`config.mk`:
```
export PLATFORM = sky130hd
export DESIGN_NAME = led_pattern_engine
export DESIGN_NICKNAME = d
export VERILOG_FILES = /design/src/rtl/led_pattern_engine.sv
export SDC_FILE = /design/constraint.sdc
export NUM_CORES = 1
export LEC_CHECK = 0
export BUFFER_PORTS_ARGS = -buffer_cell sky130_fd_sc_hd__buf_4
export CAP_MARGIN = 20
export CORE_MARGIN = 1.5
export CORE_UTILIZATION = 25
export CTS_CLUSTER_SIZE = 16
export DETAILED_ROUTE_END_ITERATION = 6
export GPL_TIMING_DRIVEN = 0
export PLACE_DENSITY = 0.49
export SYNTH_ARGS = -nofsm -noshare
export SYNTH_HDL_FRONTEND = slang
export SYNTH_SLANG_ARGS = --single-unit
export TNS_END_PERCENT = 5
```
`constraint.sdc`:
```
create_clock -name clk -period 3.4 [get_ports clk]
set_input_delay 0.68 -clock clk [delete_from_list [all_inputs] [get_ports clk]]
set_output_delay 0.68 -clock clk [all_outputs]
set_load 0.005 [all_outputs]
```
`src/rtl/led_pattern_engine.sv`:
```
// Programmable LED pattern generator: rotate, bounce and Johnson modes
// advanced by a period timer, a step strobe or overridden by a parallel load.
module led_pattern_engine #(
  parameter int               WIDTH        = 8,
  parameter int               DIV_W        = 32,
  parameter logic [WIDTH-1:0] INIT_PATTERN = WIDTH'(5'b11111)
) (
  input  logic             clk,
  input  logic             rst,
  input  logic             enable,
  input  logic [1:0]       mode,
  input  logic [DIV_W-1:0] period,
  input  logic             load,
  input  logic [WIDTH-1:0] load_value,
  input  logic             step,
  output logic [WIDTH-1:0] leds,
  output logic             tick,
  output logic             dir
);

  logic [DIV_W-1:0] counter;
  logic [DIV_W-1:0] last;
  logic             fire;
  logic             do_step;
  logic [WIDTH-1:0] rol;
  logic [WIDTH-1:0] ror;
  logic [WIDTH-1:0] nxt_leds;
  logic             nxt_dir;

  // period 0 behaves like 1, so the terminal count is 0 in both cases
  assign last    = (period == '0) ? '0 : period - DIV_W'(1);
  assign fire    = enable && (counter >= last);
  assign do_step = step || fire;

  assign rol = {leds[WIDTH-2:0], leds[WIDTH-1]};
  assign ror = {leds[0], leds[WIDTH-1:1]};

  always_comb begin
    nxt_leds = leds;
    nxt_dir  = dir;
    unique case (mode)
      2'b00: nxt_leds = rol;
      2'b01: nxt_leds = ror;
      2'b10: begin
        if (!dir) begin
          if (leds[WIDTH-1]) begin
            nxt_dir  = 1'b1;
            nxt_leds = ror;
          end else begin
            nxt_leds = rol;
          end
        end else begin
          if (leds[0]) begin
            nxt_dir  = 1'b0;
            nxt_leds = rol;
          end else begin
            nxt_leds = ror;
          end
        end
      end
      2'b11: nxt_leds = {leds[WIDTH-2:0], ~leds[WIDTH-1]};
      default: nxt_leds = leds;
    endcase
  end

  always_ff @(posedge clk or posedge rst) begin
    if (rst) begin
      leds    <= INIT_PATTERN;
      counter <= '0;
      dir     <= 1'b0;
      tick    <= 1'b0;
    end else if (load) begin
      leds    <= load_value;
      counter <= '0;
      dir     <= 1'b0;
      tick    <= 1'b0;
    end else if (do_step) begin
      leds    <= nxt_leds;
      dir     <= nxt_dir;
      counter <= '0;
      tick    <= 1'b1;
    end else begin
      tick <= 1'b0;
      if (enable) counter <= counter + DIV_W'(1);
    end
  end

endmodule

```
==> run metrics <==
outcome finished, violations left; failing checks setup timing; routed via count 3,560; Setup WS post-layout -964 ps; Crit Path Class in -> reg; Routability Congestion 0.823; first-pass GRT wire length 17.6 mm; total negative slack -37,250 ps; Final period util 1.28; Syn Std Cell Area 3670 um^2; hold_buf cts 0; filler instances 1,515; Post-synth EDFFs 0; Post-DRT Antenna Nets 0; commonest non-fill, non-tap cell in the layout buf_4; Reg area 1060 um^2; Hold Path Class in -> async; maximum VDD drop 0.176 mV; crit-path max FO 7; Worst slew margin 0.375; final global-route overflow total 0; yosys warns 0; CTS Root Cell clkbuf_16; Final Net Count 606; drt total wl 11.0 mm; met1 GRT Util 0.207; initial cell density of the core 0.255; FF+latch count, synth 42; Layout Skew 10.7 ps; GRT Util Overall 0.145; Hold Fails Final Rpt 0; CORE AREA 14,400 um^2; pre-CTS setup slack -2520 ps; fraction of registers with async set/reset 1.00; DRC Markers 0; antenna cell count 0; FF-to-FF Start counter[2]; DRT Pass-1 Iters 5; max-cap violation count 0; Num CTS Buffers 5; CP Launch Type primary input; Power, Total 1.37 mW; reg-to-reg slack, setup 800 ps; commonest non-fill, non-tap cells in the layout 63 x buf_4, 55 x nor2_1, 47 x nand2_1, 37 x dfrtp_1, 30 x xnor2_1; share of layout cells above drive strength 1 0.248; Layout Cells excl Fill 709; Die W 124 um; clock latency on the worst-skew pair 290 ps; Worst-Margin Slew 931 ps; area of the multi-input gates 2760 um^2; DIE AREA 15,400 um^2; post-synth net total 527; deepest clock path buffer count 2; Most used DFF post-synth dfrtp_1; fmax 229 MHz; pin count of the biggest net entering global routing 37; CTS sink cnt 42; die height 124 um; initial antenna violation count 0; Cells after Synth 445; Final Max Tran Viols 0; Leakage 2.19 nW; pwr dens 274 nW/um^2; M3 GR Usage 0.0211; H-Tree Depth 2; Via density 5.02; Worst Path Arrival 4540 ps; drt wl/cell 15.5 um; Final setup viols 42; min Tclk post-route 4360 ps; Avg Cell Area, Syn 8.25 um^2; IO Port Bufs 54; sequential-to-total area share from yosys stat 0.288; DRT iter0 DRCs 156; Clock transition at path regs 60 ps; required time of the critical path 3580 ps; GR Util met2 0.235; RR Endpoint counter[29]; Placed Cells 684; busiest layer in global routing met2; RSZ-0062 raised after global routing true; Top Ports 57; library cells used by synthesis 49; vias in the first global route 3,482; dpl hpwl 7.89 mm; Placement Rows 44; CTS tree done; Area Overhead vs Synth 36.6%; Reg2Reg Depth 6; critical path capture point type flop
-- how the worst max path moves through the flow --
stage	startpoint	end	slack [ps]
6_report	period[23]	leds[0]	-960
5_1_grt	period[23]	leds[6]	-1150
4_1_cts	period[23]	leds[7]	-1010
3_5_place_dp	period[0]	counter[1]	-2520
3_3_place_gp	period[0]	counter[3]	-2400
2_1_floorplan	period[0]	leds[6]	-880
-- state kept, by name (all words and copies together), names as in the netlist --
signal and cells:
leds 8, counter 32, dir 1, tick 1
-- routing by layer --
| layer | up-vias | part of all wire |
|---|---|---|
| li1 | 1745 | - |
| met1 | 1715 | 0.48 |
| met2 | 87 | 0.46 |
| met3 | 13 | 0.045 |
| met4 | 0 | 0.012 |
| met5 | - | 0 |
-- area by class of cell --
| type | instances | area share |
|---|---|---|
| well taps | 184 | 0.0459 |
| flip-flops and latches | 42 | 0.211 |
| clock buffers | 6 | 0.0257 |
| inverters | 21 | 0.0157 |
| clock inverters | 2 | 0.00748 |
| repair buffers | 71 | 0.115 |
| multi-input cells | 369 | 0.551 |
| plain buffers | 14 | 0.0287 |
-- kinds of logic (layout without fill, tap and decap cells) --
family | Yosys count | in the layout | share of synthesized area
AND/OR/NAND/NOR | 209 | 209 | 0.284
flip-flops | 42 | 42 | 0.288
XOR/XNOR | 57 | 57 | 0.136
buffers and inverters | 35 | 114 | 0.0423
adder cells (fa/ha/maj) | 35 | 35 | 0.119
AO/OA/AOI/OAI | 61 | 62 | 0.114
multiplexers | 6 | 6 | 0.0164
-- critical path: stages --
cell and delay (ps):
buf_6 90, or4_4 540, or3_4 350, or4_4 470, nor3_4 170, nand2_2 100
buf_8 150, buf_12 140, nand2_4 60, ha_4 190, nand4_1 200, nor3_1 80
a22o_1 280, o41ai_4 300, buf_6 180, a41oi_4 180, a222oi_1 370
-- synth_stat cells, types with 2 or more instances --
library cell,number,area (um^2)
xor2_1,27,236
and2_1,3,18.8
nand3_1,15,75.1
a221oi_1,3,26.3
nand2_2,3,18.8
a31oi_1,2,12.5
nand2b_1,5,31.3
and3_1,4,25.0
nor3_1,18,90.1
or4_4,2,22.5
nor4_1,8,50.1
nor2b_1,2,12.5
dfstp_2,5,131
o21ai_0,13,65.1
a21o_1,2,15.0
buf_6,3,33.8
or4_1,2,15.0
a21oi_1,18,90.1
and4_1,10,87.6
nand2_1,55,206
xnor2_1,30,263
dfrtp_1,37,926
nor2_1,59,221
ha_1,35,438
nand4_1,15,93.8
nor3b_1,3,22.5
a21boi_0,2,15.0
a221o_1,3,30.0
clkbuf_1,10,37.5
a222oi_1,6,60.1
mux2i_1,6,60.1
a41oi_1,2,17.5
inv_1,21,78.8
-- where the power goes --
group	internal [mW]	leakage [nW]	switching [mW]	total, mW
registers	0.518	0.560	0.0173	0.536
clock network	0.347	0.0771	0.209	0.557
logic	0.136	1.55	0.145	0.281
total	1.00	2.19	0.372	1.37
-- what timing repair did --
action | CTS | global route
setup endpoints to repair | 42 | 42
buffers inserted | 13 | 2
gates resized for setup | 47 | 12
hold endpoints to repair | 0 | 0
gates cloned | 1 | 1
pin swaps | 16 | 13
-- metrics by stage --
step,utilization,area [um^2],hold WS [ps]
5_1_grt,0.348,5020,297
3_3_place_gp,0.306,4410,484
3_5_place_dp,0.307,4430,491
2_1_floorplan,-,3780,475
6_report,0.348,5020,293
4_1_cts,0.342,4940,293
Note: power is estimated with default switching activity, not from simulation.
